### src/rtl/wave_capture_pkg.sv
// Shared definitions for wave_capture: FSM states, register offsets, status bit
// positions and the byte-strobe merge helper.
package wave_capture_pkg;

  typedef enum logic [1:0] {
    IDLE    = 2'd0,
    ARMED   = 2'd1,
    CAPTURE = 2'd2,
    DONE    = 2'd3
  } state_t;

  localparam logic [1:0] REG_CTRL  = 2'b00;
  localparam logic [1:0] REG_DECIM = 2'b01;
  localparam logic [1:0] REG_LEVEL = 2'b10;
  localparam logic [1:0] REG_DATA  = 2'b11;

  localparam int ST_BIT_DONE  = 0;
  localparam int ST_BIT_EMPTY = 1;
  localparam int ST_BIT_FULL  = 2;
  localparam int ST_BIT_OVF   = 3;
  localparam int ST_BIT_COUNT = 16;

  localparam int CTRL_BIT_ARM   = 0;
  localparam int CTRL_BIT_CLEAR = 1;

  function automatic logic [31:0] merge_bytes(input logic [31:0] old_v,
                                              input logic [31:0] new_v,
                                              input logic [3:0]  strb);
    logic [31:0] res;
    for (int i = 0; i < 4; i++) begin
      res[8*i +: 8] = strb[i] ? new_v[8*i +: 8] : old_v[8*i +: 8];
    end
    return res;
  endfunction

endpackage

### src/rtl/wave_capture_fifo.sv
// Circular sample buffer with synchronous write and register-held read data;
// clr empties it synchronously, pushes when full and pops when empty are dropped.
module wave_capture_fifo #(
  parameter int DEPTH_LOG2 = 4,
  parameter int DATA_W     = 32
) (
  input  logic                  clk,
  input  logic                  resetn,
  input  logic                  clr,
  input  logic                  push,
  input  logic                  pop,
  input  logic [DATA_W-1:0]     din,
  output logic [DATA_W-1:0]     dout,
  output logic                  full,
  output logic                  empty,
  output logic [DEPTH_LOG2:0]   count
);

  localparam int DEPTH = 1 << DEPTH_LOG2;
  localparam logic [DEPTH_LOG2:0]   DEPTH_C = (DEPTH_LOG2+1)'(DEPTH);
  localparam logic [DEPTH_LOG2:0]   CNT_ONE = (DEPTH_LOG2+1)'(1);
  localparam logic [DEPTH_LOG2-1:0] PTR_ONE = (DEPTH_LOG2)'(1);

  logic [DATA_W-1:0]     mem_r [DEPTH];
  logic [DEPTH_LOG2-1:0] wr_ptr_r;
  logic [DEPTH_LOG2-1:0] rd_ptr_r;
  logic [DEPTH_LOG2:0]   count_r;
  logic                  push_ok_s;
  logic                  pop_ok_s;

  assign full      = (count_r == DEPTH_C);
  assign empty     = (count_r == {(DEPTH_LOG2+1){1'b0}});
  assign count     = count_r;
  assign dout      = mem_r[rd_ptr_r];
  assign push_ok_s = push && !full && !clr;
  assign pop_ok_s  = pop && !empty && !clr;

  // Sample storage
  always_ff @(posedge clk or negedge resetn) begin
    if (!resetn) begin
      for (int i = 0; i < DEPTH; i++) begin
        mem_r[i] <= {DATA_W{1'b0}};
      end
    end else if (push_ok_s) begin
      mem_r[wr_ptr_r] <= din;
    end
  end

  // Pointers wrap modulo depth; count tracks occupancy including simultaneous push/pop
  always_ff @(posedge clk or negedge resetn) begin
    if (!resetn) begin
      wr_ptr_r <= {DEPTH_LOG2{1'b0}};
      rd_ptr_r <= {DEPTH_LOG2{1'b0}};
      count_r  <= {(DEPTH_LOG2+1){1'b0}};
    end else if (clr) begin
      wr_ptr_r <= {DEPTH_LOG2{1'b0}};
      rd_ptr_r <= {DEPTH_LOG2{1'b0}};
      count_r  <= {(DEPTH_LOG2+1){1'b0}};
    end else begin
      if (push_ok_s) begin
        wr_ptr_r <= wr_ptr_r + PTR_ONE;
      end
      if (pop_ok_s) begin
        rd_ptr_r <= rd_ptr_r + PTR_ONE;
      end
      case ({push_ok_s, pop_ok_s})
        2'b10:   count_r <= count_r + CNT_ONE;
        2'b01:   count_r <= count_r - CNT_ONE;
        default: count_r <= count_r;
      endcase
    end
  end

endmodule

### src/rtl/wave_capture.sv
// Decimating waveform capture into a FIFO, read over an iomem-style bus.
// Define WAVE_CAPTURE_TRIG_EN to add the rising-level trigger and LEVEL register.
module wave_capture
  import wave_capture_pkg::*;
#(
  parameter int DEPTH_LOG2 = 4,
  parameter int DATA_W     = 32
) (
  input  logic              clk,
  input  logic              resetn,
  input  logic [DATA_W-1:0] wave_in,
  input  logic              valid,
  output logic              ready,
  input  logic [3:0]        wstrb,
  input  logic [31:0]       addr,
  input  logic [31:0]       wdata,
  output logic [31:0]       rdata,
  output logic              irq
);

  localparam logic [DEPTH_LOG2:0] LAST_C = (DEPTH_LOG2+1)'((1 << DEPTH_LOG2) - 1);
`ifdef WAVE_CAPTURE_TRIG_EN
  localparam state_t ARM_STATE = ARMED;
`else
  localparam state_t ARM_STATE = CAPTURE;
`endif

  state_t              state_r, state_nx;
  logic [31:0]         cnt_r, cnt_nx;
  logic [31:0]         decim_r;
  logic [31:0]         rdata_r;
  logic [31:0]         status_s, rd_val_s;
  logic                ready_r, pop_pend_r, overflow_r, overflow_nx, irq_r;
  logic [DATA_W-1:0]   level_s, fifo_dout_s;
  logic [DEPTH_LOG2:0] fifo_count_s;
  logic                fifo_full_s, fifo_empty_s;
  logic [1:0]          sel_s;
  logic                req_s, acc_s, wr_s, rd_req_s, arm_s, clr_s, pop_s;
  logic                trig_s, push_req_s, fill_s, decim_hit_s;
  logic                addr_unused_s;

  assign sel_s         = addr[3:2];
  assign addr_unused_s = ^{addr[31:4], addr[1:0]};
  assign req_s         = valid && !ready_r;
  assign acc_s         = valid && ready_r;
  assign wr_s          = acc_s && (wstrb != 4'b0000);
  assign rd_req_s      = req_s && (wstrb == 4'b0000);
  assign arm_s         = wr_s && (sel_s == REG_CTRL) && wstrb[0] && wdata[CTRL_BIT_ARM];
  assign clr_s         = wr_s && (sel_s == REG_CTRL) && wstrb[0] && wdata[CTRL_BIT_CLEAR];
  assign pop_s         = acc_s && pop_pend_r;
  assign decim_hit_s   = (cnt_r == decim_r);
  // A push that fills the buffer, or one that is dropped because it is already full, ends capture
  assign fill_s        = fifo_full_s || ((fifo_count_s == LAST_C) && !pop_s);

`ifdef WAVE_CAPTURE_TRIG_EN
  logic [DATA_W-1:0] level_r, prev_r;

  // LEVEL register and previous sample for rising-crossing detection
  always_ff @(posedge clk or negedge resetn) begin
    if (!resetn) begin
      level_r <= {DATA_W{1'b0}};
      prev_r  <= {DATA_W{1'b0}};
    end else begin
      prev_r <= wave_in;
      if (wr_s && (sel_s == REG_LEVEL)) begin
        level_r <= DATA_W'(merge_bytes(32'(level_r), wdata, wstrb));
      end
    end
  end

  assign level_s = level_r;
  assign trig_s  = (prev_r < level_r) && (wave_in >= level_r);
`else
  assign level_s = {DATA_W{1'b0}};
  assign trig_s  = 1'b0;
`endif

  // DECIM register
  always_ff @(posedge clk or negedge resetn) begin
    if (!resetn) begin
      decim_r <= 32'h0;
    end else if (wr_s && (sel_s == REG_DECIM)) begin
      decim_r <= merge_bytes(decim_r, wdata, wstrb);
    end
  end

  // Capture FSM next state, decimation counter and push request
  always_comb begin
    state_nx   = state_r;
    cnt_nx     = cnt_r;
    push_req_s = 1'b0;
    if (clr_s) begin
      state_nx = IDLE;
      cnt_nx   = 32'h0;
    end else if (arm_s) begin
      state_nx = ARM_STATE;
      cnt_nx   = 32'h0;
    end else begin
      case (state_r)
        ARMED: begin
          if (trig_s) begin
            push_req_s = 1'b1;
            cnt_nx     = 32'h0;
            state_nx   = fill_s ? DONE : CAPTURE;
          end else begin
            cnt_nx = 32'h0;
          end
        end
        CAPTURE: begin
          if (decim_hit_s) begin
            push_req_s = 1'b1;
            cnt_nx     = 32'h0;
            state_nx   = fill_s ? DONE : CAPTURE;
          end else begin
            cnt_nx = cnt_r + 32'd1;
          end
        end
        default: begin
          state_nx = state_r;
        end
      endcase
    end
  end

  // Sticky overflow flag
  always_comb begin
    overflow_nx = overflow_r;
    if (clr_s) begin
      overflow_nx = 1'b0;
    end else if (push_req_s && fifo_full_s) begin
      overflow_nx = 1'b1;
    end else begin
      overflow_nx = overflow_r;
    end
  end

  // FSM state, counter, overflow and irq registers
  always_ff @(posedge clk or negedge resetn) begin
    if (!resetn) begin
      state_r    <= IDLE;
      cnt_r      <= 32'h0;
      overflow_r <= 1'b0;
      irq_r      <= 1'b0;
    end else begin
      state_r    <= state_nx;
      cnt_r      <= cnt_nx;
      overflow_r <= overflow_nx;
      irq_r      <= (state_nx == DONE);
    end
  end

  // Status word and read-data mux, evaluated when the request is first seen
  always_comb begin
    status_s                                  = 32'h0;
    status_s[ST_BIT_COUNT +: (DEPTH_LOG2+1)]  = fifo_count_s;
    status_s[ST_BIT_OVF]                      = overflow_r;
    status_s[ST_BIT_FULL]                     = fifo_full_s;
    status_s[ST_BIT_EMPTY]                    = fifo_empty_s;
    status_s[ST_BIT_DONE]                     = (state_r == DONE);
    case (sel_s)
      REG_CTRL:  rd_val_s = status_s;
      REG_DECIM: rd_val_s = decim_r;
      REG_LEVEL: rd_val_s = 32'(level_s);
      REG_DATA:  rd_val_s = fifo_empty_s ? 32'h0 : 32'(fifo_dout_s);
      default:   rd_val_s = 32'h0;
    endcase
  end

  // Bus handshake; a DATA pop is committed in the ready cycle only if data was returned
  always_ff @(posedge clk or negedge resetn) begin
    if (!resetn) begin
      ready_r    <= 1'b0;
      rdata_r    <= 32'h0;
      pop_pend_r <= 1'b0;
    end else begin
      ready_r    <= req_s;
      rdata_r    <= rd_req_s ? rd_val_s : 32'h0;
      pop_pend_r <= rd_req_s && (sel_s == REG_DATA) && !fifo_empty_s;
    end
  end

  wave_capture_fifo #(
    .DEPTH_LOG2 (DEPTH_LOG2),
    .DATA_W     (DATA_W)
  ) u_fifo (
    .clk    (clk),
    .resetn (resetn),
    .clr    (clr_s),
    .push   (push_req_s),
    .pop    (pop_s),
    .din    (wave_in),
    .dout   (fifo_dout_s),
    .full   (fifo_full_s),
    .empty  (fifo_empty_s),
    .count  (fifo_count_s)
  );

  assign ready = ready_r;
  assign rdata = rdata_r;
  assign irq   = irq_r;

endmodule

### config.mk
export PLATFORM = sky130hd
export DESIGN_NAME = wave_capture
export DESIGN_NICKNAME = d
export VERILOG_FILES = /design/src/rtl/wave_capture_pkg.sv /design/src/rtl/wave_capture_fifo.sv /design/src/rtl/wave_capture.sv
export SDC_FILE = /design/constraint.sdc
export NUM_CORES = 1
export LEC_CHECK = 0
export BUFFER_PORTS_ARGS = -buffer_cell sky130_fd_sc_hd__buf_4
export CORE_UTILIZATION = 35
export DETAILED_ROUTE_END_ITERATION = 8
export SETUP_SLACK_MARGIN = 0.3
export SLEW_MARGIN = 20
export SYNTH_ARGS = -nofsm -noshare
export SYNTH_HDL_FRONTEND = slang
export SYNTH_SLANG_ARGS = --single-unit
### constraint.sdc
create_clock -name clk -period 4.7 [get_ports clk]
set_input_delay 0.94 -clock clk [delete_from_list [all_inputs] [get_ports clk]]
set_output_delay 0.94 -clock clk [all_outputs]
set_load 0.02 [all_outputs]
* After elaboration in Yosys (flattened, before gate mapping)
Index checks and enable logic that the tools add are counted.
** Storage, ports and cells
- Register bits after elaboration :: 627
- Bits of input ports :: 103
- Output and inout port bits :: 34
- Logic and storage cells :: 120
** Cells by class
- Add/subtract/negate cells :: 5
- Magnitude comparators :: 3
- Equal/unequal tests :: 12
- Mux-type cells :: 30
- Bitwise operators :: 2
- Reductions and logical operators :: 38
** Operators by type and width (number)
- 512-bit bitwise mux :: 1
- 32-bit 2-to-1 mux :: 8
- 32-bit binary-select mux with 4-bit select :: 1
- 32-bit demux with 4-bit select :: 1
- 32-bit case mux with 4 select lines :: 1
- 32-bit case mux with 2 select lines :: 1
- 32-bit by 1-bit adder with 32-bit output (second input constant) :: 1
- 32-bit equality test :: 1
- 1-bit logical AND :: 19
- 4-bit 2-to-1 mux :: 4
- 2-bit equality test (second input constant) :: 6
- 5-bit greater-or-equal comparator (second input constant) :: 2
- 4-bit NOT with 5-bit output :: 2
- 5-bit case mux with 2 select lines :: 1
- 4-bit by 1-bit adder with 4-bit output (second input constant) :: 2
- 2-bit 2-to-1 mux :: 4
- 2-bit AND reduction :: 4
- 4-bit nonzero test :: 2
- 1-bit 2-to-1 mux :: 7
- 2-bit by 1-bit equality test with 1-bit output (second input constant) :: 3
- 2-bit nonzero test :: 3
- 5-bit by 1-bit adder with 5-bit output (second input constant) :: 1
- 5-bit by 4-bit equality test with 1-bit output (second input constant) :: 1
- 5-bit equality test (second input constant) :: 1
- other kinds (9) :: 13

* Depth between registers and ports, before layout
- Depth in word-level cells :: 12
- Mapped depth :: 14
- Depth with buffers taken out :: 11

* By module
From an unflattened synthesis, not the netlist that was laid out.
** Unflattened totals
- Cells, all modules :: 2119
- Area, all modules :: 29528.3 µm²
** By module, submodules not included
- wave_capture_fifo :: times used 1, cells each 1665, area an instance 24509.8 µm², sequential area each 13137.6 µm²
- wave_capture :: times used 1, cells each 454, area an instance 5018.6 µm², sequential area each 2552.4 µm²

* Worst setup path after synthesis
OpenSTA, ideal clock, no wires.
- Path kind :: input to register
- Start point :: in addr[3]
- End point :: reg u_fifo.count_r[2], in the netlist u_fifo.count[2]
- Library setup time :: 0.079 ns
- Data arrival time :: 3.390 ns
- Data required time :: 4.621 ns
- Path slack :: 1.231 ns
- Stages :: 13
- Path through :: buf_4 and4bb_1 o211ai_1 and2_1 and4_1 buf_4 buf_6 nor3_1 xor2_1 ha_1 or3_1 mux2i_1 mux2i_1
** Between the ends
- Cells in the longest elaborated chain, start to end :: 11
- Elaborated cells between the ends (all ways) :: 16
** RTL lines
- start: declaration :: line wave_capture.sv:15 : input logic [31:0] addr,
- 2-bit logical NOT * :: line wave_capture.sv:48, wave_capture.sv:49
- 1-bit logical AND * (2 in a row) :: line wave_capture.sv:48, wave_capture.sv:49
- 1-bit logical AND :: line wave_capture.sv:48 : assign arm_s = wr_s && (sel_s == REG_CTRL) && wstrb[0] && wdata[CTRL_BIT_ARM];
- 1-bit 2-to-1 mux :: line wave_capture.sv:95 : end else if (arm_s) begin
- 1-bit 2-to-1 mux :: line wave_capture.sv:92 : if (clr_s) begin
- 1-bit logical AND (2 in a row) :: line wave_capture_fifo.sv:35 : assign push_ok_s = push && !full && !clr;
- 2-bit by 1-bit equality test with 1-bit output or 2-bit equality test (tied branches) :: line wave_capture_fifo.sv:66 : case ({push_ok_s, pop_ok_s})
- 5-bit case mux with 2 select lines :: line wave_capture_fifo.sv:66
- 5-bit 2-to-1 mux :: line wave_capture_fifo.sv:55 : end else if (clr) begin
- end signal: assignment :: line wave_capture_fifo.sv:54 : count_r <= {(DEPTH_LOG2+1){1'b0}};
- end signal: assignment :: line wave_capture_fifo.sv:67 : 2'b10: count_r <= count_r + CNT_ONE;
- end signal: assignment :: line wave_capture_fifo.sv:68 : 2'b01: count_r <= count_r - CNT_ONE;
- end: declaration :: line wave_capture_fifo.sv:27 : logic [DEPTH_LOG2:0] count_r;
Every way passes the cells marked *; elsewhere a longest branch is shown, timed or not.
A chain may end at the register's enable or synchronous reset.

* Worst setup path in the final report
- Start point :: reg decim_r[6]
- End point :: reg u_fifo.mem_r[313] (netlist bit)
** Between the ends
- Cells in the longest elaborated chain, start to end :: 7
** RTL lines
- start: declaration :: line wave_capture.sv:30 : logic [31:0] decim_r;
- start signal: assignment :: line wave_capture.sv:83 : decim_r <= merge_bytes(decim_r, wdata, wstrb);
- 32-bit equality test :: line wave_capture.sv:51 : assign decim_hit_s = (cnt_r == decim_r);
- 1-bit 2-to-1 mux :: line wave_capture.sv:110 : if (decim_hit_s) begin
- 1-bit 2-to-1 mux
- 1-bit 2-to-1 mux :: line wave_capture.sv:95
- 1-bit 2-to-1 mux :: line wave_capture.sv:92
- 1-bit logical AND (2 in a row) :: line wave_capture_fifo.sv:35
- end signal: indexed assignment :: line wave_capture_fifo.sv:42 : mem_r[i] <= {DATA_W{1'b0}};
- end signal: indexed assignment :: line wave_capture_fifo.sv:45 : mem_r[wr_ptr_r] <= din;
- end: declaration :: line wave_capture_fifo.sv:24 : logic [DATA_W-1:0] mem_r [DEPTH];
No other way between the ends.

==> flow_metrics.env <==
export IMPL_numCtsBuffers=69
export IMPL_core_sq_um=82000
export IMPL_reg2reg_depth=6
export IMPL_grt_first_pass_wirelength_microns=112000
export IMPL_dieArea_sq_um=84000
export IMPL_grt_max_degree=111
export IMPL_pin_count=137
export IMPL_powerDensity_nw_per_um2=402
export IMPL_switching_share_pct=25.4
export IMPL_cp_max_fo=32
export IMPL_switchingPower_mw=3.39
export IMPL_clkSinkCount=627
export IMPL_postRouteAntennaNets=0
export IMPL_rows=105
export IMPL_cts_root_buf="clkbuf_16"
export IMPL_power_mw=13.4
export IMPL_reg2reg_to="u_fifo.mem_r[313]"
export IMPL_cts_resized=0
export IMPL_place_congestion=0.817
export IMPL_p_clk_share_pct=41.0
export IMPL_via_per_inst=5.37
export IMPL_synth_cell_type_count=48
export IMPL_die_h_microns=290
export IMPL_internal_power_mw=9.98
export IMPL_seq_power_share_pct=46.9
export IMPL_postSynthCellCount=1869
export IMPL_pre_cts_ws_ns=0.475
export IMPL_crit_path_start_kind="flop"
export IMPL_post_drt_wl_per_cell_microns=23.7
export IMPL_hold_viol_final=0
export IMPL_cp_arrival_ns=4.21
export IMPL_syn_area_sq_um=29000
export IMPL_worst_slack_ns=0.951
export IMPL_synth_edff_count=0
export IMPL_critPathKind="reg -> reg"
export IMPL_max_cap_violations=0
export IMPL_drt_wl_total_microns=72500
export IMPL_area_growth_pct=14.6
export IMPL_layout_nets=2052
export IMPL_drt_iter0_drc=788
export IMPL_max_freq_ghz=0.267
export IMPL_r2r_start="decim_r[6]"
export IMPL_worstPathRequired_ns=5.16
export IMPL_grt_pass1_vias=17900
export IMPL_drc_errors=0
export IMPL_dpl_hpwl_microns=44400
export IMPL_synth_avg_cell_area_sq_um=15.5
export IMPL_status="completed"
export IMPL_ys_flop_type="dfrtp_1"
export IMPL_worstMarginPinSlew_ns=0.978
export IMPL_clock_path_buffers=3
export IMPL_final_cell_mix="dfrtp_1, mux2_2, mux4_2, buf_4, clkbuf_16"
export IMPL_period_share_pct=79.8
export IMPL_gr_total_overflow=0
export IMPL_fillCellCount=7398
export IMPL_holdBufCountCts=0
export IMPL_final_common_cell="dfrtp_1"
export IMPL_synth_seq_area_share_pct=54.1
export IMPL_combinationalPowerShare_pct=12.2
export IMPL_vdd_drop_max_v=0.000230
export IMPL_port_buffers=106
export IMPL_period_minus_slack_ns=3.75
export IMPL_die_w_microns=290
export IMPL_yosys_warnings=0
export IMPL_grt_use_total_pct=17.6
export IMPL_h_tree_depth=3
export IMPL_maxSlewHeadroom_pct=34.8
export IMPL_synth_seq_cells=627
export IMPL_synth_fp_nets=1981
export IMPL_clk_pin_slew_ns=0.06
export IMPL_antenna_found_initial=4
export IMPL_leakage_nw=15.5
export IMPL_vias=16400
export IMPL_drive_gt1_share_pct=48.0
export IMPL_fin_cells=3064
export IMPL_setup_tns_final_ns=0
export IMPL_rsz0062_at_grt="no"
export IMPL_initial_core_util_pct=35.4
export IMPL_finalMaxSlewViolations=0
export IMPL_cp_end_kind="flop"
export IMPL_hold_path_class="in -> async"
export IMPL_final_setup_viol_count=0
export IMPL_clk_latency_ns=0.61
export IMPL_async_flop_share_pct=100
export IMPL_place_inst=2939
export IMPL_cts_setup_buffers=0
export IMPL_firstDrtPassIters=5
export IMPL_cts_tree="built"
export IMPL_fin_skew_ns=0.0238
export IMPL_regToRegSetupSlack_ns=0.95
## critical path: stages, from the launching register on
cell,delay (ns)
dfrtp_1,0.50
xnor2_1,0.22
nand4_1,0.18
nor4_2,0.55
and4_2,0.74
nand3_4,0.78
mux2_1,0.59
## state kept, by name, summed over array words and instances (netlist names)
signal,cells
u_fifo.wr_ptr_r,4
u_fifo.count,5
cnt_r,32
state_r,2
pop_pend_r,1
u_fifo.mem_r,512
irq,1
decim_r,32
ready,1
rdata,32
overflow_r,1
u_fifo.rd_ptr_r,4
## how the worst max path moves through the flow
| stage | from | slack [ns] | end |
|---|---|---|---|
| final | decim_r[6] | 0.95 | u_fifo.mem_r[313] |
| after global routing | decim_r[6] | 0.74 | u_fifo.mem_r[313] |
| after CTS | decim_r[6] | 0.88 | u_fifo.mem_r[313] |
| after detailed placement | addr[2] | 0.47 | u_fifo.mem_r[313] |
| after global placement | addr[2] | 0.51 | u_fifo.mem_r[318] |
| after floorplan | addr[3] | 1.23 | u_fifo.count[2] |
## power groups by stage
| stage | Sequential [mW] | Clock, mW | Combinational (mW) |
|---|---|---|---|
| final | 6.27 | 5.48 | 1.63 |
| after detailed placement | 6.36 | 0 | 1.64 |
| after global routing | 6.32 | 5.84 | 1.77 |
| after floorplan | 6.18 | 0 | 1.17 |
| after global placement | 6.32 | 0 | 1.58 |
| after CTS | 6.26 | 5.63 | 1.64 |
## cell usage after synthesis, types with 20 or more instances
library cell  count  area [sq um]
dfrtp_1         627         15700
mux2_2          491          5530
mux4_2          160          3600
clkbuf_1         66           248
nand2_1          52           195
buf_4            38           285
nor2_1           35           131
xnor2_1          35           307
a22o_1           32           280
mux2_1           32           360
mux2_4           22           330
buf_1            20          75.1
mux2i_1          20           200
## layout make-up
cell class                 instances  area (sq um)  share of cell area, %
clock buffer                     100          2020                   6.09
antenna                            1          2.50                0.00753
timing repair buffer             147          1360                   4.10
multi-input combinational       1082         12500                   37.6
tap                             1070          1340                   4.03
inverter                          13          48.8                  0.147
sequential                       627         15700                   47.2
clock inverter                    24           278                  0.836
## cells by family (layout without fill, tap and decap cells)
group | after synthesis | in the layout | synth area share (%)
flops | 627 | 627 | 54.1
buf+inv | 160 | 284 | 2.87
simple gates | 202 | 202 | 4.17
fa+ha+maj | 9 | 9 | 0.388
mux | 725 | 725 | 34.6
other cells | 0 | 1 | 0
xor+xnor | 42 | 42 | 1.27
compound gates | 104 | 104 | 2.63
## per-layer routing
layer	global-route usage [%]	part of all wire, %	vias up	wire length, microns
met1	22.8	43	8854	31200
li1	-	-	7136	-
met3	3.52	4.7	109	3430
met2	29.5	49	335	35900
met4	6.27	2.7	6	1970
met5	0	0.037	-	27
## through the flow
stage                     utilization [%]  hold slack [ns]  instance area (sq um)
final                                40.6            0.419                  33200
after global routing                 40.6            0.480                  33200
after CTS                            40.5            0.445                  33200
after detailed placement             37.7            0.475                  30900
after global placement               37.7            0.468                  30900
after floorplan                         -            0.449                  29000
(Power assumes the default switching activity.)
